$ cat src/rtl/uart_rx_ctrl_if.sv
// Downstream byte stream from the UART receive controller: valid/ready handshake.
// The master side (the controller) drives the head byte and its valid flag.
interface uart_rx_ctrl_if;
    logic [7:0] outData;
    logic       outValid;
    logic       outReady;

    modport master (output outData, output outValid, input  outReady);
    modport slave  (input  outData, input  outValid, output outReady);
endinterface

$ cat src/rtl/uart_rx_ctrl.sv
// UART receive-side controller: FWFT byte FIFO, sticky error flags, character timeout.
// Optional error counter port enabled by defining UART_RX_ERRCNT_EN.
module uart_rx_ctrl #(
    parameter int unsigned Depth        = 16,
    parameter int unsigned Oversample   = 16,
    parameter int unsigned TimeoutChars = 4
) (
    input  logic                     clk,
    input  logic                     reset,
    input  logic [7:0]               rxData,
    input  logic                     rxDone,
    input  logic                     rxErr,
    input  logic                     enable,
    uart_rx_ctrl_if.master           out_if,
    output logic [$clog2(Depth):0]   count,
    output logic                     overflow,
    output logic                     framingErr,
    input  logic                     clearFlags,
    output logic                     timeout
`ifdef UART_RX_ERRCNT_EN
    ,
    output logic [7:0]               errCount
`endif
);

    localparam int unsigned PtrW          = $clog2(Depth);
    localparam int unsigned CntW          = PtrW + 1;
    localparam int unsigned TimeoutCycles = TimeoutChars * 10 * Oversample;
    localparam int unsigned TmrW          = $clog2(TimeoutCycles + 1);

    typedef enum logic [1:0] {
        ST_IDLE  = 2'd0,
        ST_ARMED = 2'd1,
        ST_FIRED = 2'd2
    } tmr_state_e;

    logic [7:0]      mem_q [Depth];
    logic [PtrW-1:0] wr_ptr_q, wr_ptr_d;
    logic [PtrW-1:0] rd_ptr_q, rd_ptr_d;
    logic [CntW-1:0] count_q, count_d;
    logic            valid_q, valid_d;
    logic            overflow_q, overflow_d;
    logic            framing_q, framing_d;
    logic            timeout_q, timeout_d;
    logic [TmrW-1:0] tmr_q, tmr_d;
    tmr_state_e      state_q, state_d;

    logic push_req_c;
    logic pop_c;
    logic full_c;
    logic store_c;
    logic drop_c;

    // A push request while full is still stored if the head leaves in the same cycle.
    always_comb begin
        push_req_c = rxDone & enable & ~rxErr;
        pop_c      = valid_q & out_if.outReady;
        full_c     = (count_q == CntW'(Depth));
        store_c    = push_req_c & (~full_c | pop_c);
        drop_c     = push_req_c & full_c & ~pop_c;
    end

    always_comb begin
        wr_ptr_d   = wr_ptr_q;
        rd_ptr_d   = rd_ptr_q;
        count_d    = count_q;
        overflow_d = overflow_q;
        framing_d  = framing_q;

        if (store_c) wr_ptr_d = wr_ptr_q + PtrW'(1);
        if (pop_c)   rd_ptr_d = rd_ptr_q + PtrW'(1);

        case ({store_c, pop_c})
            2'b10:   count_d = count_q + CntW'(1);
            2'b01:   count_d = count_q - CntW'(1);
            default: count_d = count_q;
        endcase
        valid_d = (count_d != CntW'(0));

        // Set events take priority over a same-cycle clear.
        overflow_d = drop_c | (overflow_q & ~clearFlags);
        framing_d  = rxErr  | (framing_q  & ~clearFlags);
    end

    // Character-timeout FSM; only receive activity restarts the idle count.
    always_comb begin
        state_d   = state_q;
        tmr_d     = tmr_q;
        timeout_d = 1'b0;
        case (state_q)
            ST_IDLE: begin
                tmr_d = TmrW'(0);
                if (store_c) state_d = ST_ARMED;
            end
            ST_ARMED: begin
                if (count_d == CntW'(0)) begin
                    state_d = ST_IDLE;
                    tmr_d   = TmrW'(0);
                end else if (push_req_c) begin
                    tmr_d = TmrW'(0);
                end else if (tmr_q == TmrW'(TimeoutCycles - 1)) begin
                    timeout_d = 1'b1;
                    state_d   = ST_FIRED;
                    tmr_d     = TmrW'(0);
                end else begin
                    tmr_d = tmr_q + TmrW'(1);
                end
            end
            ST_FIRED: begin
                tmr_d = TmrW'(0);
                if (count_d == CntW'(0)) begin
                    state_d = ST_IDLE;
                end else if (push_req_c) begin
                    state_d = ST_ARMED;
                end
            end
            default: begin
                state_d = ST_IDLE;
                tmr_d   = TmrW'(0);
            end
        endcase
    end

`ifdef UART_RX_ERRCNT_EN
    logic [7:0] err_cnt_q, err_cnt_d;
    logic       err_inc_c;

    always_comb begin
        err_inc_c = rxErr | drop_c;
        err_cnt_d = err_cnt_q;
        if (clearFlags) begin
            err_cnt_d = err_inc_c ? 8'd1 : 8'd0;
        end else if (err_inc_c && (err_cnt_q != 8'hFF)) begin
            err_cnt_d = err_cnt_q + 8'd1;
        end
    end

    always_ff @(posedge clk) begin
        if (reset) err_cnt_q <= 8'd0;
        else       err_cnt_q <= err_cnt_d;
    end

    assign errCount = err_cnt_q;
`endif

    always_ff @(posedge clk) begin
        if (reset) begin
            wr_ptr_q   <= '0;
            rd_ptr_q   <= '0;
            count_q    <= '0;
            valid_q    <= 1'b0;
            overflow_q <= 1'b0;
            framing_q  <= 1'b0;
            timeout_q  <= 1'b0;
            tmr_q      <= '0;
            state_q    <= ST_IDLE;
        end else begin
            wr_ptr_q   <= wr_ptr_d;
            rd_ptr_q   <= rd_ptr_d;
            count_q    <= count_d;
            valid_q    <= valid_d;
            overflow_q <= overflow_d;
            framing_q  <= framing_d;
            timeout_q  <= timeout_d;
            tmr_q      <= tmr_d;
            state_q    <= state_d;
        end
    end

    // Storage needs no reset; pointers and count define what is valid.
    always_ff @(posedge clk) begin
        if (store_c && !reset) mem_q[wr_ptr_q] <= rxData;
    end

    assign out_if.outData  = mem_q[rd_ptr_q];
    assign out_if.outValid = valid_q;
    assign count           = count_q;
    assign overflow        = overflow_q;
    assign framingErr      = framing_q;
    assign timeout         = timeout_q;

endmodule

$ cat src/flat_wrapper.sv
// flat-port wrapper written by rule: the top's interface ports become plain ports
module uart_rx_ctrl_flat 
#(
    parameter int unsigned Depth        = 16,
    parameter int unsigned Oversample   = 16,
    parameter int unsigned TimeoutChars = 4
)
  (clk, reset, rxData, rxDone, rxErr, enable, count, overflow, framingErr, clearFlags, timeout, out_if_outData, out_if_outValid, out_if_outReady);
  uart_rx_ctrl_if out_if_i ();
  input  logic clk;
  input  logic reset;
  input  logic [7:0] rxData;
  input  logic rxDone;
  input  logic rxErr;
  input  logic enable;
  output logic [$clog2(Depth):0] count;
  output logic overflow;
  output logic framingErr;
  input  logic clearFlags;
  output logic timeout;
  output wire logic [$bits(out_if_i.outData)-1:0] out_if_outData;
  output wire logic [$bits(out_if_i.outValid)-1:0] out_if_outValid;
  input wire logic [$bits(out_if_i.outReady)-1:0] out_if_outReady;
  assign out_if_outData = out_if_i.outData;
  assign out_if_outValid = out_if_i.outValid;
  assign out_if_i.outReady = out_if_outReady;
  uart_rx_ctrl #(.Depth(Depth), .Oversample(Oversample), .TimeoutChars(TimeoutChars)) u_core (.clk(clk), .reset(reset), .rxData(rxData), .rxDone(rxDone), .rxErr(rxErr), .enable(enable), .out_if(out_if_i), .count(count), .overflow(overflow), .framingErr(framingErr), .clearFlags(clearFlags), .timeout(timeout));
endmodule
$ cat config.mk
export PLATFORM = sky130hd
export DESIGN_NAME = uart_rx_ctrl_flat
export DESIGN_NICKNAME = d
export VERILOG_FILES = /design/src/rtl/uart_rx_ctrl_if.sv /design/src/rtl/uart_rx_ctrl.sv /design/src/flat_wrapper.sv
export SDC_FILE = /design/constraint.sdc
export NUM_CORES = 1
export LEC_CHECK = 0
export ABC_CLOCK_PERIOD_IN_PS = 2800
export CAP_MARGIN = 30
export CORE_MARGIN = 1.5
export CORE_UTILIZATION = 45
export CTS_BUF_LIST = sky130_fd_sc_hd__clkbuf_8
export CTS_CLUSTER_SIZE = 24
export DETAILED_ROUTE_END_ITERATION = 12
export PLACE_DENSITY = 0.62
export SLEW_MARGIN = 20
export SYNTH_ARGS = -nofsm -noshare
export SYNTH_HDL_FRONTEND = slang
export SYNTH_SLANG_ARGS = --single-unit
$ cat constraint.sdc
create_clock -name clk -period 2.8 [get_ports clk]
set_input_delay 0.56 -clock clk [delete_from_list [all_inputs] [get_ports clk]]
set_output_delay 0.56 -clock clk [all_outputs]
set_load 0.01 [all_outputs]
======== After elaboration in Yosys (flattened, before gate mapping) ========
Memories as Yosys holds them, arrays and structs flattened. A register that Yosys moved wholly into a read port is not among the register bits.
Index checks and enable logic that the tools add are counted.
storage, ports and cells
  output and inout bits ................... 17
  memory bits (writable) .................. 128
  input port bits ......................... 15
  memories kept ........................... 1
  flip-flop bits (word level) ............. 29
operators by class
  muxes and demuxes ....................... 13
  bitwise operators ....................... 16
  reduce and logical (&&, ||, !) cells .... 8
  equality and inequality tests ........... 10
  add/sub/neg operators ................... 5
memory list
  name          words  bits a word  rd ports  clocked after Yosys merged registers in  write ports  line                text
  u_core.mem_q  16     8            1         1                                        1            uart_rx_ctrl.sv:37  logic [7:0] mem_q [Depth];
operator list
  cell                     number
  $mux W2                  6
  $add A10 B1 Y10 const B  1
  $eq A10 B10 Y1 const B   1
  $pmux W5 S2              1
  $add A4 B1 Y4 const B    2
  $and A1 B1 Y1            8
  $mux W4                  2
  $ne A3 B1 Y1 const B     2
  $pmux W2 S3              1
  $add A5 B1 Y5 const B    1
  $eq A5 B5 Y1 const B     1
  $logic_not A5 Y1         1
  $not A1 Y1               5
  $reduce_bool A5 Y1       1
  $reduce_or A5 Y1         1
  $sub A5 B1 Y5 const B    1
  $eq A2 B1 Y1 const B     2
  $eq A2 B2 Y1 const B     2
  $reduce_and A4 Y1        1
  $reduce_or A4 Y1         1
  $mux W1                  3
  $ne A3 B3 Y1 const B     1
  $or A1 B1 Y1             3
  $logic_not A2 Y1         1
  other kinds (3)          3

======== Logic depth before layout (Yosys ltp) ========
  depth in word-level cells ............... 9
  depth in mapped cells ................... 11
  mapped depth without buffers ............ 9

======== Worst setup path before layout ========
No wires, ideal clock.
  path kind ............................... in2reg
  start ................................... input port rxErr
  end ..................................... register u_core.tmr_q[3]
  path slack .............................. 138 ps
  library setup time ...................... 92 ps
  arrival ................................. 2570 ps
  required time ........................... 2708 ps
  stages on the path ...................... 11
  cell sequence ........................... and3b_1 buf_6 nor2_1 xor2_1 ha_1 and4bb_2 a21oi_1 a211oi_1 a2111oi_4 buf_6 nor4_1
on the way
  word-level cells in the longest chain between the ends .. 7
  elaborated cells between the ends (all ways) .. 8
  classes of those cells .................. eq/ne: 2; mux: 1; bitwise: 3; reduce/logical: 2
ends and longest elaborated chain
  item                                          line                 text
  from (decl)                                   flat_wrapper.sv:14   input logic rxErr;
  $not A1 Y1 (*)                                uart_rx_ctrl.sv:56   push_req_c = rxDone & enable & ~rxErr;
  $and A1 B1 Y1 (*)                             uart_rx_ctrl.sv:56
  $and A1 B1 Y1                                 uart_rx_ctrl.sv:59   store_c = push_req_c & (~full_c | pop_c);
  $eq A2 B1 Y1 or $eq A2 B2 Y1 (tied branches)  uart_rx_ctrl.sv:73   case ({store_c, pop_c})
  $pmux W5 S2                                   uart_rx_ctrl.sv:73
  $logic_not A5 Y1                              uart_rx_ctrl.sv:96   if (count_d == CntW'(0)) begin
  $reduce_or A5 Y1 (no line) (*)                n/a
  to (signal assigned)                          uart_rx_ctrl.sv:165  tmr_q <= tmr_d;
  to (decl)                                     uart_rx_ctrl.sv:45   logic [TmrW-1:0] tmr_q, tmr_d;
Mark *: on every way between the ends. The rest lies on a longest branch, timed or not.
A chain may end at the register's enable or synchronous reset.

==> out/results.ini <==
[global_route]
grt-ovfl-total = 0
met3_usage_pct = 4.613
grt_use_total_pct = 18.97
top_usage_layer = met2
grtUsageMet2_pct = 31.04
antenna_found_initial = 0
gr-usage-met1_pct = 24.69
grt_max_degree = 33
grt_pass1_wl_microns = 20410
grt_pass1_vias = 3585

[routing]
viasPerCell = 5.338
drtIter0Drc = 283
dr.pass1.iters = 4
routed_wl_microns = 13030
ant_nets = 0
dr_total_vias = 3502
wire_per_inst_microns = 19.87
drc = 0

[yosys]
synth_ff_type = edfxtp_1
yosysWarnings = 0
synth.area.top_cells = edfxtp_1, mux4_2, dfxtp_1
synth_cells = 381
netlist.area_leader.share_pct = 59.15
yosysTopAreaCell = edfxtp_1
synthesis.nets = 403
synth_seq_cells = 161
yosysUniqueCellTypes = 45
synth_edf_count = 128
syn_area_sq_mm = 0.006499
seq_area_frac_synth_pct = 69.31
synthArstFlopShare_pct = 0
avgSynthCellArea_sq_um = 17.06

[layout]
multi_input_area_sq_mm = 0.001897
fin_nets = 485
n_antenna_cell = 0
drive_above_1_share_pct = 28.78
fillers = 1118
seq_area_sq_mm = 0.004508
final_cell_mix = edfxtp_1, buf_4, mux4_2, nor2_1, dfxtp_1
mostFrequentLayoutCell = edfxtp_1
area_growth_pct = 19.23

[worst_hold_path]
min_path_cells = 2
hp-start = u_core.overflow$_SDFF_PP0_
hold_path_class = reg -> reg
holdPathEnd = u_core.overflow$_SDFF_PP0_

[clock_network]
clk_pin_slew_ns = 0.07
clockRootBuffer = clkbuf_8
htree_levels = 4
cts_tree = yes
clk_path_buf_depth = 2
cts_buffers = 17
clkSinkCount = 161
clkLatencyLatePin_ns = 0.44

[place]
gp_congestion = 0.7819
port_buffers = 31
hpwlAfterDp_microns = 8456

[power]
peakVddDrop_mv = 0.3395
p_leak_uw = 0.002571
power_uw = 4942
power_density_mw_per_mm2 = 637.7

[setup_path]
path_class = reg -> out
critPathLaunchType = register
rr_endpoint = u_core.state_q[1]$_SDFFE_PP0P_
cp_data_required_time_ns = 2.24
rrSetupSlack_ns = 0.42
max_stage_delay_ns = 0.50
path_max_fanout = 7
crit_path_end_kind = output pin
critPathSlowestCell = mux4_2
reg2reg_depth = 11
crit_chain = buf_12 -> buf_12 -> mux4_2 -> mux4_2 -> buf_6
arrival_ns = 2.24
r2r-start = u_core.out_if.outValid$_SDFF_PP0_

[timing]
fin_crit_sh_pct = 100.2
setup_ws_ns = -0.004890
max_freq_mhz = 356.5
drv_slew = 0
setup_viol = 2
rsz0062_at_grt = true
max-slew-margin-rel_pct = 62.97
final.setup_skew_ns = 0.008978
tightest_slew_ns = 0.5548
tns_ns = -0.005540
final-hold-violation-count = 0
layout_min_cycle_time_ns = 2.805

[die]
start_util_pct = 46.46
die_h_microns = 123.2
rows = 43
die_x_microns = 123.2
ios = 32
die_area_sq_mm = 0.01517
core_sq_mm = 0.01399

[outcome]
violations = setup timing
status = finished with violations

[run]
cap_violations = 0

[flip-flops by register name, indices dropped and copies added, names as in the netlist, named ones only]
register,count
u_core.mem_q,128
u_core.tmr_q,10
u_core.count,5
u_core.rd_ptr_q,4
u_core.wr_ptr_q,4
u_core.state_q,2
u_core.framingErr,1
u_core.out_if.outValid,1
u_core.overflow,1
u_core.timeout,1
[critical path, delay by kind of cell, from the launching register on]
| family | cells | cell delay [ns] |
|---|---|---|
| DFF | 1 | 0.40 |
| buffers and inverters | 3 | 0.41 |
| muxes | 2 | 0.99 |
[Yosys cell counts (2+ instances only)]
master,instances
mux4_2,40
and4_1,2
nor4_1,7
buf_1,3
and3_1,5
xor2_1,7
nand4_1,3
nand2_1,22
a211oi_1,3
a21oi_1,7
dfxtp_1,33
xnor2_1,9
nand3_1,9
nor3_1,8
o31a_1,2
nor4b_1,2
nand2b_1,2
clkbuf_1,9
buf_2,3
a31oi_1,2
nor2b_1,3
buf_6,3
ha_1,7
nor2_1,37
edfxtp_1,128
inv_1,6
[per-layer routing]
layer / share of wire (%) / vias up
li1: - / 1660
met1: 45 / 1753
met2: 50 / 68
met3: 3.8 / 21
met4: 1.7 / 0
met5: 0 / -
[metrics by stage]
step                      worst slack [ns]  hold slack [ns]  utilization (%)  cell area (sq um)  cells
final                            -0.004890           0.4754            55.39               7749    656
after global routing              -0.08538           0.5070            55.39               7749    656
after CTS                         -0.08294           0.4755            55.22               7725    656
after detailed placement           -0.3949           0.4565            52.16               7297    618
after global placement             -0.3343           0.4552            52.16               7297    618
after floorplan                     0.1382           0.4500                -               6499    381
[how the worst max path moves through the flow]
stage	from	slack (ns)	endpoint
floorplan	rxErr	0.14	u_core.tmr_q[3]$_SDFF_PP0_
global placement	rxErr	-0.33	u_core.state_q[1]$_SDFFE_PP0P_
detailed placement	rxErr	-0.39	u_core.state_q[1]$_SDFFE_PP0P_
CTS	register	-0.08	out_if_outData[4]
global route	register	-0.09	out_if_outData[0]
finish	register	-0.005	out_if_outData[2]
[power breakdown]
part / switching (uW) / internal (uW) / total [uW]
Clock: 777 / 776 / 1550
Sequential: 47.5 / 2610 / 2660
Combinational: 319 / 413 / 732
[cells by family (layout without fill, tap and decap cells)]
logic type | after synthesis | after routing | synth area share [%]
muxes | 41 | 41 | 14.04
xor gates and xnor gates | 16 | 16 | 2.156
AOI/OAI and AO/OA | 22 | 22 | 2.696
and+or+nand+nor | 110 | 110 | 8.664
buffers and inverters | 24 | 119 | 1.790
adders and majority gates | 7 | 7 | 1.348
DFF | 161 | 161 | 69.31
[timing repair]
item / CTS / global route
resized for setup: 39 / 9
pin swaps: 0 / 1
endpoints found under the setup margin: 8 / 21
hold buffers: 0 / 0
buffers inserted: 6 / 0
[area by class of cell]
cell class	instances	share of cell area, %
flip-flops and latches	161	58.18
multi-input cells	196	24.48
repair buffers	81	9.414
clock buffers	21	3.730
well taps	180	2.907
clock inverters	11	1.001
inverters	6	0.2907
Power figures use the tool's default switching activity.
